$ cat src/rtl/counter_down_modulus_8bit.sv
// Modulus-N down counter with programmable modulus, parallel load and enable.
// Auto-reload mode divides the enabled clock rate by the modulus; one-shot mode
// counts to zero, raises a sticky done flag and halts until reloaded.
// tc_out pulses for one enabled cycle per period so instances can be chained,
// with each stage's tc_out driving the next stage's en_in.
module counter_down_modulus_8bit #(
  parameter int WIDTH       = 8,
  parameter int MOD_DEFAULT = 46
) (
  input  logic             clk,
  input  logic             reset_ah_in,
  input  logic             en_in,
  input  logic             load_in,
  input  logic [WIDTH-1:0] d_in,
  input  logic             mod_wr_in,
  input  logic [WIDTH-1:0] mod_in,
  input  logic             oneshot_in,
  output logic [WIDTH-1:0] count_out,
  output logic [WIDTH-1:0] mod_out,
  output logic             tc_out,
  output logic             done_out
);

  localparam logic [WIDTH-1:0] ONE     = WIDTH'(1);
  localparam logic [WIDTH-1:0] MOD_MIN = WIDTH'(2);
  localparam logic [WIDTH-1:0] MOD_RST = WIDTH'(MOD_DEFAULT);
  localparam logic [WIDTH-1:0] CNT_RST = WIDTH'(MOD_DEFAULT - 1);

  logic [WIDTH-1:0] count_q, count_d;
  logic [WIDTH-1:0] mod_q, mod_d;
  logic             done_q, done_d;

  // Highest legal count for the current modulus; also the reload value.
  logic [WIDTH-1:0] top_w;
  logic             at_zero_w;

  assign top_w     = mod_q - ONE;
  assign at_zero_w = (count_q == '0);

  // Count and done next-state: load beats decrement, decrement beats hold.
  // Load and reload both use the modulus as it stands before this edge.
  always_comb begin
    // NOTE: every output of a combinational block gets a default first so no
    // path leaves it unassigned, which would otherwise infer a latch.
    count_d = count_q;
    done_d  = done_q;
    if (load_in) begin
      count_d = (d_in < mod_q) ? d_in : top_w;
      done_d  = 1'b0;
    end else if (en_in && !done_q) begin
      if (count_q > top_w) begin
        // Modulus was lowered below the current count: snap into range.
        count_d = top_w;
      end else if (!at_zero_w) begin
        count_d = count_q - ONE;
      end else if (oneshot_in) begin
        // Hold at zero and latch completion until a load or reset.
        done_d = 1'b1;
      end else begin
        // Reload on the same edge, so the period is exactly mod_q cycles.
        count_d = top_w;
      end
    end
  end

  // Modulus next-state: writes of 0 or 1 would give a degenerate period and are dropped.
  always_comb begin
    mod_d = mod_q;
    if (mod_wr_in && (mod_in >= MOD_MIN)) begin
      mod_d = mod_in;
    end
  end

  // State registers with synchronous reset that overrides every other input.
  always_ff @(posedge clk) begin
    // NOTE: sequential state uses non-blocking assignments so every register
    // samples the pre-edge values regardless of statement order.
    if (reset_ah_in) begin
      count_q <= CNT_RST;
      mod_q   <= MOD_RST;
      done_q  <= 1'b0;
    end else begin
      count_q <= count_d;
      mod_q   <= mod_d;
      done_q  <= done_d;
    end
  end

  assign count_out = count_q;
  assign mod_out   = mod_q;
  assign done_out  = done_q;
  assign tc_out    = en_in & at_zero_w & ~done_q;

endmodule
$ cat config.mk
export PLATFORM = sky130hd
export DESIGN_NAME = counter_down_modulus_8bit
export DESIGN_NICKNAME = d
export VERILOG_FILES = /design/src/rtl/counter_down_modulus_8bit.sv
export SDC_FILE = /design/constraint.sdc
export NUM_CORES = 1
export LEC_CHECK = 0
export CAP_MARGIN = 20
export CORE_ASPECT_RATIO = 0.5
export CORE_MARGIN = 5
export CORE_UTILIZATION = 55
export CTS_BUF_LIST = sky130_fd_sc_hd__clkbuf_8
export DETAILED_ROUTE_END_ITERATION = 16
export MAX_ROUTING_LAYER = met4
export PLACE_DENSITY = 0.87
export SYNTH_ARGS = -nofsm -noshare
export SYNTH_HDL_FRONTEND = slang
export SYNTH_SLANG_ARGS = --single-unit
$ cat constraint.sdc
create_clock -name clk -period 7.4 [get_ports clk]
set_clock_uncertainty 0.05 [all_clocks]
set_input_delay 1.48 -clock clk [delete_from_list [all_inputs] [get_ports clk]]
set_output_delay 1.48 -clock clk [all_outputs]
set_load 0.005 [all_outputs]
---- Yosys cells after proc, flatten, opt, wreduce, memory -nomap -nowiden ----
Cells that the tools add are included.
word-level totals
  register bits after elaboration ......... 17
  output and inout port bits .............. 18
  word-level logic and storage cells ...... 27
  input bits .............................. 22
operators by class
  add/sub/neg operators ................... 2
  reductions and logical operators ........ 8
  $lt $le $gt $ge ......................... 3
  bitwise logic cells ..................... 4
  eq/ne operators ......................... 1
  muxes and demuxes ....................... 6
operators with widths
  operator               number
  $mux W8                6
  $sub A8 B1 Y8 const B  2
  $ge A8 B2 Y1 const B   1
  $gt A8 B8 Y1           1
  $logic_not A8 Y1       1
  $lt A8 B8 Y1           1
  $ne A4 B3 Y1 const B   1
  $reduce_and A4 Y1      1
  $and A1 B1 Y1          2
  $logic_and A1 B1 Y1    2
  $not A1 Y1             2
  $reduce_and A2 Y1      1
  $reduce_bool A2 Y1     1
  $reduce_or A2 Y1       1
  $logic_not A1 Y1       1

---- Depth between registers and ports, before layout ----
Gate-level depths: netlist of run 1.
  word-level depth ........................ 6
  mapped depth ............................ 11
  mapped depth without buffers ............ 11

---- Least setup slack after synthesis of run 1 ----
Ideal clock, no wire load.
  kind .................................... input -> output
  from .................................... in en_in
  to ...................................... out tc_out
  arrival time ............................ 1.716 ns
  stages on the path ...................... 2
  required time ........................... 5.870 ns
  slack ................................... 4.154 ns
  path buffers ............................ 0
  cell sequence ........................... nand2b_1 -> nor2_1
on the way
  cells in the longest elaborated chain, start to end .. 2
ends and longest elaborated chain
  element                     RTL line  source
  start, declared             12        input logic en_in,
  $and A1 B1 Y1 (2 in a row)  92        assign tc_out = en_in & at_zero_w & ~done_q;
  end, declared               20        output logic tc_out,
No other way between the ends.

---- Worst setup path in the final report of run 1 ----
Ends and elaborated chain as after synthesis.

==> summary.txt, run 1 <==
Final layout
  • Share of layout cells above drive strength 1: just under 7%
  • # fillers: 213
  • Final core utilization: 76.45%
  • Commonest cells after routing, fill and taps aside: clkdlybuf4s50_1, nand2_1, ha_1, dfxtp_1, nor2_1
  • Antenna cells: 0
  • Fin nets: 271
  • Syn-to-layout area delta: 29.37%
  • Most common cell after layout, fill and taps aside: clkdlybuf4s50_1

Clock tree
  • H-tree depth: 1
  • Clock sinks: 17
  • CTS Buf Count: 3
  • Hold_buf cts: 0
  • CTS tree: built
  • Worst-path clk slew: around 0.060 ns
  • Clock root cell: clkbuf_8
  • Post-CTS Setup Bufs: 0
  • Clk buf depth: 2
  • Worst-Skew Late Latency: 0.27 ns
  • Cts repair resizes: 0

Floorplanning
  • Die area: between 0.004 and 0.005 mm²
  • IO Count: 40
  • Row count: 13
  • Die width: roughly 86 µm
  • Chip Height: roughly 48 µm
  • Initial Util: 59.10%
  • CORE AREA: between 0.002 and 0.003 mm²

STA
  • Measured slew at the worst slew-check pin: roughly 0.74 ns
  • Tmin final: 4.334 ns
  • Worst setup margin: 3.066 ns
  • RSZ-0062 raised after global routing: no
  • Period Utilization, post-route: about three fifths
  • Final setup fails: 0
  • Fmax: about 230 MHz
  • Rel. slew slack: 50.37%
  • Setup TNS: 0 ns
  • Final Max Tran Viols: 0
  • Final hold vios: 0

Placed design
  • Port Buf Inserts: 39
  • GP Congestion: 0.9220
  • Detailed Place HPWL: about 3600 µm
  • Place WS: 3.083 ns

Route
  • Antenna-violating nets left: 0
  • Drt initial violations: 123
  • DRC errors left: 0
  • Drt wl/cell: 17.28 µm
  • Final WL: 4615 µm
  • Vias: 1645
  • Vias/cell: 6.161
  • Drt first pass iters: 4

Power
  • Pwr Total: 344.6 µW
  • Pleak: 0.8022 nW
  • PD cells: 169.0 mW/mm²
  • Worst IR drop on VDD: 0.08793 mV

Logic synthesis
  • Post-Synthesis Cell Area: 0.001577 mm²
  • Post-synth top area share: 21.59%
  • Syn nets: 231
  • Post-synthesis register bit count: 17
  • YS warnings: 0
  • Post-synthesis cell count: 191
  • EDFF count, synth: 0
  • Primary FF master, synth: dfxtp_1
  • Synth area leaders: dfxtp_1, ha_1, xnor2_1, nand2_1, nor2_1
  • Async SR Flop Fraction: 0%
  • Avg Synthesized Cell Area: 8.254 µm²
  • Distinct cell type count after synthesis: 53
  • Seq/Total Area, Yosys: 21.59%
  • Yosys top cell by area: dfxtp_1

Setup path
  • CP dominant cell by count: clkdlybuf4s50_1
  • Max stage delay on crit path: 0.52 ns
  • Crit path max fanout: 7
  • Slowest CP cell: clkdlybuf4s50_1
  • Worst R2R Start: mod_out[2]
  • Critical Path RT: 5.87 ns
  • Setup CP Type: in -> out
  • Worst r2r dst: count_out[1]
  • Critical Path Start Type: primary input
  • Crit path cell chain: clkdlybuf4s50_1 > nand2b_1 > nor2_1 > clkdlybuf4s50_1
  • Worst EP arrival: 2.80 ns
  • Worst Setup End Kind: primary output
  • R2R Setup Slk: approximately 4.2 ns
  • Cells on worst reg2reg path: 10
  • Top delay family on crit path: buffers and inverters
  • WP buf/inv: 2

Job
  • Max_cap viols: 0

Global routing
  • Gr usage total: 24.91%
  • Largest net degree at the start of global routing: 16
  • First-pass GRT wire length: 7472 µm
  • Initial antenna violation count: 0
  • Vias in the first global route: 1602
  • Grt total ovfl: 0

Min path
  • Hold path depth: 2
  • Hold Crit Start: mod_out[7]
  • Hold WC Path Type: reg -> reg
  • Worst Hold Path EP: mod_out[7]

Status
  • Status: completed
[Yosys cell counts, types with 2 or more instances]
master / instances
nor3_2: 2
nand2b_1: 5
nor3b_1: 2
a21oi_2: 2
nand4_1: 4
a21oi_1: 8
nand2_1: 20
or3_1: 4
mux2i_1: 2
dfxtp_1: 17
a32oi_1: 2
clkbuf_1: 4
a221o_1: 2
a311oi_1: 3
nor4_1: 2
a41o_1: 2
nand3b_1: 3
xor2_1: 2
nor3_1: 4
o31a_1: 2
xnor2_1: 10
nor2b_1: 4
ha_1: 18
nor2_1: 15
o21ai_0: 5
nand3_1: 5
o21a_1: 3
a21o_1: 4
inv_1: 11
[state kept, by name, indices dropped and copies added, names as in the netlist]
name and cells:
count_out 8, done_out 1, mod_out 8
[kinds of logic after synthesis]
kind of cell / count (synthesis) / share of synthesized area, %
AO/OA/AOI/OAI: 49 / 25.72
XOR/XNOR: 12 / 6.667
adder cells (fa/ha/maj): 18 / 14.29
buffers and inverters: 16 / 4.285
flip-flops: 17 / 21.59
multiplexers: 2 / 1.270
AND/OR/NAND/NOR: 77 / 26.19
[per-layer routing]
| layer | routed length (µm) | vias up | global-route usage [%] |
|---|---|---|---|
| li1 | - | 795 | - |
| met1 | 2025 | 771 | 29.06 |
| met2 | 2037 | 67 | 41.98 |
| met3 | 463 | 12 | 7.732 |
| met4 | 89 | 0 | 8.517 |
| met5 | 0 | - | - |
[worst max path at each step]
stage | from | endpoint | slack (ns) | cells past startpoint
final | en_in | tc_out | 3.07 | 4
after detailed placement | en_in | tc_out | 3.08 | 4
after CTS | en_in | tc_out | 3.07 | 4
after global placement | en_in | tc_out | 3.15 | 4
after floorplan | en_in | tc_out | 4.15 | 2
after global routing | en_in | tc_out | 3.02 | 4
[power breakdown]
group          internal, mW  switching, mW  total (mW)
Sequential            0.100         0.0168       0.117
Clock                0.0370         0.0361      0.0731
Combinational        0.0740         0.0805       0.154
[layout make-up]
class | count | area [µm²] | share of cell area, %
flip-flops and latches | 17 | 340.3 | 16.69
clock inverters | 1 | 3.754 | 0.1840
inverters | 11 | 41.29 | 2.025
repair buffers | 40 | 397.9 | 19.51
well taps | 37 | 46.29 | 2.270
multi-input cells | 158 | 1169 | 57.30
clock buffers | 3 | 41.29 | 2.025
[through the flow]
step	instances	area [µm²]	hold WS, ns
6_report	267	2039	0.4330
5_1_grt	267	2039	0.4699
4_1_cts	267	2039	0.4331
3_5_place_dp	263	1994	0.4212
3_3_place_gp	263	1994	0.4181
2_1_floorplan	191	1577	0.4155
[tightest hold or removal path: stages (launching register included)]
cell and delay, ns:
dfxtp_1 0.32, nand2_1 0.06, a21oi_1 0.05
Power figures use the tool's default switching activity.
==> run 2, diff against run 1 <==
CORE_UTILIZATION = 51   (was 55)
PLACE_DENSITY = 0.82   (was 0.87)
clock period = 4.2 ns   (was 7.4 ns; I/O delays follow)
==> summary.txt, run 2 (synthesis gave the netlist of run 1 again) <==
Status
  • Status: completed

STA
  • Period Utilization, post-route: 78.76%
  • Final hold vios: 0
  • Rel. slew slack: 46.57%
  • Worst hold slack: 0.4242 ns
  • Worst setup margin: 0.8922 ns
  • Final Max Tran Viols: 0
  • RSZ-0062 raised after global routing: no
  • Final setup fails: 0
  • Setup TNS: 0 ns
  • Fmax: approximately 300 MHz
  • Tmin final: 3.308 ns
  • Measured slew at the worst slew-check pin: 0.7928 ns

Setup path
  • Critical Path RT: 3.31 ns
  • Cells on worst reg2reg path: 10
  • Critical Path Start Type: register
  • Setup CP Type: reg -> out
  • Worst R2R Start: mod_out[2]
  • Crit path max fanout: 7
  • Worst Setup End Kind: primary output
  • Worst EP arrival: 2.42 ns
  • CP endpoint: tc_out
  • R2R Setup Slk: 0.99 ns
  • Critical Path Start: count_out[3]
  • Worst r2r dst: count_out[1]

Final layout
  • Antenna cells: 0
  • Final core utilization: ~70%
  • Fin nets: 271
  • # fillers: 257
  • Share of layout cells above drive strength 1: under 10%
  • Finished Cell Area: 0.002043 mm²
  • Most common cell after layout, fill and taps aside: clkdlybuf4s50_1
  • Commonest cells after routing, fill and taps aside: clkdlybuf4s50_1, nand2_1, ha_1, dfxtp_1, nor2_1
  • Syn-to-layout area delta: 29.60%

Floorplanning
  • Initial Util: 52.94%
  • Chip Height: 49.32 µm
  • IO Count: 40
  • CORE AREA: slightly below 0.003 mm²
  • Die area: around 0.0044 mm²
  • Die width: 88.63 µm
  • Row count: 14

Route
  • DRC errors left: 0
  • Antenna-violating nets left: 0
  • Drt first pass iters: 4
  • Final WL: 4443 µm
  • Vias: 1619
  • Drt wl/cell: between 15 and 20 µm
  • Drt initial violations: approximately 120
  • Vias/cell: ~6.0

Clock tree
  • Clock root cell: clkbuf_8
  • Clk buf depth: 2
  • H-tree depth: 1
  • CTS tree: built
  • Hold_buf cts: 0
  • CTS Buf Count: 3
  • Post-CTS Setup Bufs: 0
  • Worst-path clk slew: 0.07 ns
  • Worst-Skew Late Latency: 0.25 ns
  • Cts repair resizes: 0
  • Clock sinks: 17

Global routing
  • First-pass GRT wire length: 7527 µm
  • Initial antenna violation count: 0
  • Gr usage total: 22.17%
  • Vias in the first global route: roughly 1600
  • Largest net degree at the start of global routing: 16
  • Grt total ovfl: 0

Power
  • Worst IR drop on VDD: 0.1671 mV
  • Pleak: 0.8022 nW
  • PD cells: approximately 290 mW/mm²

Min path
  • Hold WC Path Type: reg -> reg

Placed design
  • Place WS: 0.9794 ns
  • Detailed Place HPWL: 3573 µm
  • Placed cell area: 0.001998 mm²
  • Port Buf Inserts: 39
  • GP Congestion: 0.9145

Job
  • Max_cap viols: 0
## run 2: cell counts in the layout (fill, tap and decap cells not counted)
Identical to the previous run, type by type.
## run 2: routing by layer
| metal | global-route usage, % | vias to the layer above | part of all wire, % |
|---|---|---|---|
| met3 | 5.059 | 4 | 4.6 |
| met5 | - | - | 0 |
| li1 | - | 795 | - |
| met4 | 4.523 | 0 | 0.54 |
| met2 | 34.36 | 48 | 47 |
| met1 | 29.44 | 772 | 48 |
## run 2: power breakdown
part	internal [mW]	switching [mW]
Combinational	0.130	0.138
Sequential	0.177	0.0284
Clock	0.0649	0.0578
## run 2: layout make-up
class | count | area [µm²] | share of cell area [%]
multi-input cells | 158 | 1169 | 57.20
repair buffers | 40 | 397.9 | 19.47
flip-flops and latches | 17 | 340.3 | 16.66
well taps | 40 | 50.05 | 2.449
clock buffers | 3 | 41.29 | 2.021
inverters | 11 | 41.29 | 2.021
clock inverters | 1 | 3.754 | 0.1837
## run 2: worst min-delay path by stage
stage	start	end	cells past startpoint
after floorplan	mod_out[7]	mod_out[7]	2
after global placement	mod_out[7]	mod_out[7]	2
after detailed placement	mod_out[7]	mod_out[7]	2
after CTS	mod_out[7]	mod_out[7]	2
after global routing	mod_out[7]	mod_out[7]	2
final	mod_out[7]	mod_out[7]	2
## run 2: through the flow
step                      instances  power [mW]
after detailed placement        266      0.4715
after floorplan                 191      0.3702
after global placement          266      0.4615
final                           270      0.5954
after global routing            270      0.6377
after CTS                       270      0.5941
## run 2: critical path: stages (launching register included)
cell and delay [ns]:
dfxtp_1 0.40, or4_4 0.58, or3_1 0.52, nor2_1 0.15, clkdlybuf4s50_1 0.51
==> run 3, diff against run 2 <==
clock period = 3.36 ns   (was 4.2 ns; I/O delays follow)
==> summary.txt, run 3 (synthesis gave the netlist of run 1 again) <==
Floorplanning
  • CORE AREA: 0.002978 mm²
  • IO Count: 40
  • Die width: 88.63 µm
  • Initial Util: 52.94%
  • Row count: 14
  • Chip Height: slightly below 50 µm
  • Die area: roughly 0.0044 mm²

Global routing
  • First-pass GRT wire length: 7127 µm
  • Grt total ovfl: 0
  • Initial antenna violation count: 0
  • Largest net degree at the start of global routing: 16
  • Gr usage total: 21.37%
  • Vias in the first global route: ~1500

Route
  • Vias: 1608
  • Antenna-violating nets left: 0
  • Drt initial violations: 112
  • Drt first pass iters: 4
  • Drt wl/cell: 15.60 µm
  • Final WL: 4306 µm
  • DRC errors left: 0
  • Vias/cell: slightly below 6

Final layout
  • Antenna cells: 0
  • Commonest cells after routing, fill and taps aside: clkdlybuf4s50_1, nand2_1, ha_1, dfxtp_1, nor2_1
  • # fillers: 259
  • Fin nets: roughly 280
  • Multi-input gate area: roughly 0.0012 mm²
  • Share of layout cells above drive strength 1: a little under a tenth
  • Syn-to-layout area delta: 32.46%
  • Final core utilization: 70.13%
  • Most common cell after layout, fill and taps aside: clkdlybuf4s50_1
  • Register area: 340.3 µm²

Setup path
  • Setup CP Type: reg -> out
  • Slowest CP cell: or4_4
  • Critical Path RT: 2.64 ns
  • Critical Path Start Type: register
  • Worst EP arrival: 2.35 ns
  • Crit path max fanout: 7
  • Crit path cell chain: or4_4 > or3_1 > nor2_1 > clkdlybuf4s50_1
  • Max stage delay on crit path: 0.56 ns
  • Worst Setup End Kind: primary output

Power
  • PD cells: 359.5 mW/mm²
  • Worst IR drop on VDD: about 0.29 mV
  • Pleak: 0.8296 nW

STA
  • RSZ-0062 raised after global routing: no
  • Final Max Tran Viols: 0
  • Fmax: 325.1 MHz
  • Worst hold slack: about 0.43 ns
  • Setup TNS: 0 ns
  • Tmin final: 3.076 ns
  • Final setup fails: 0
  • Period Utilization, post-route: 91.54%
  • Measured slew at the worst slew-check pin: 0.5900 ns
  • Final hold vios: 0
  • Rel. slew slack: 60.54%

Clock tree
  • Clk buf depth: 2
  • Cts repair resizes: 0
  • H-tree depth: 1
  • Worst-path clk slew: 0.07 ns
  • Worst-Skew Late Latency: roughly 0.25 ns
  • Clock root cell: clkbuf_8
  • Hold_buf cts: 0
  • Post-CTS Setup Bufs: 0
  • CTS tree: built
  • Clock sinks: 17
  • CTS Buf Count: 3

Placed design
  • GP Congestion: 0.9751
  • Detailed Place HPWL: 3541 µm
  • Port Buf Inserts: 39

Job
  • Max_cap viols: 0

Status
  • Status: completed

Min path
  • Hold WC Path Type: reg -> reg
-- run 3: power by group --
group,internal [mW],switching (mW)
registers,0.221,0.0273
clock network,0.0811,0.0709
logic,0.171,0.179
-- run 3: path summary, 6_finish.rpt --
path,startpoint,to,slack (ns),depth (start not counted)
setup / recovery,count_out[4],tc_out,0.28,4
hold / removal,mod_out[7],mod_out[7],0.43,2
setup reg to reg,mod_out[2],count_out[1],0.29,10
hold reg to reg,mod_out[7],mod_out[7],0.43,2
-- run 3: per-stage QoR --
step	total power [mW]	area, µm²	setup slack [ns]	cells
6_report	0.7508	2088	0.2844	276
3_5_place_dp	0.5983	2043	0.3216	272
3_3_place_gp	0.5957	2043	0.4067	272
2_1_floorplan	0.4627	1577	0.5638	191
4_1_cts	0.7478	2088	0.2845	276
5_1_grt	0.8054	2088	0.05308	276
-- run 3: worst max-delay path, delay by kind of cell, from the launching register on --
family | cells | cell delay [ns]
simple gates | 3 | 1.20
flops | 1 | 0.40
buf+inv | 1 | 0.50
-- run 3: area by class of cell --
class	instances	area share, %
Timing Repair Buffer	46	21.21
Clock inverter	1	0.1797
Inverter	11	1.977
Sequential cell	17	16.30
Tap cell	40	2.397
Clock buffer	3	1.977
Multi-Input combinational cell	158	55.96
-- run 3: routing by layer --
metal / part of all wire (%) / track usage (%)
met3: 9.8 / 7.251
met2: 45 / 31.65
met4: 0.39 / 2.764
met5: 0 / -
met1: 45 / 28.80
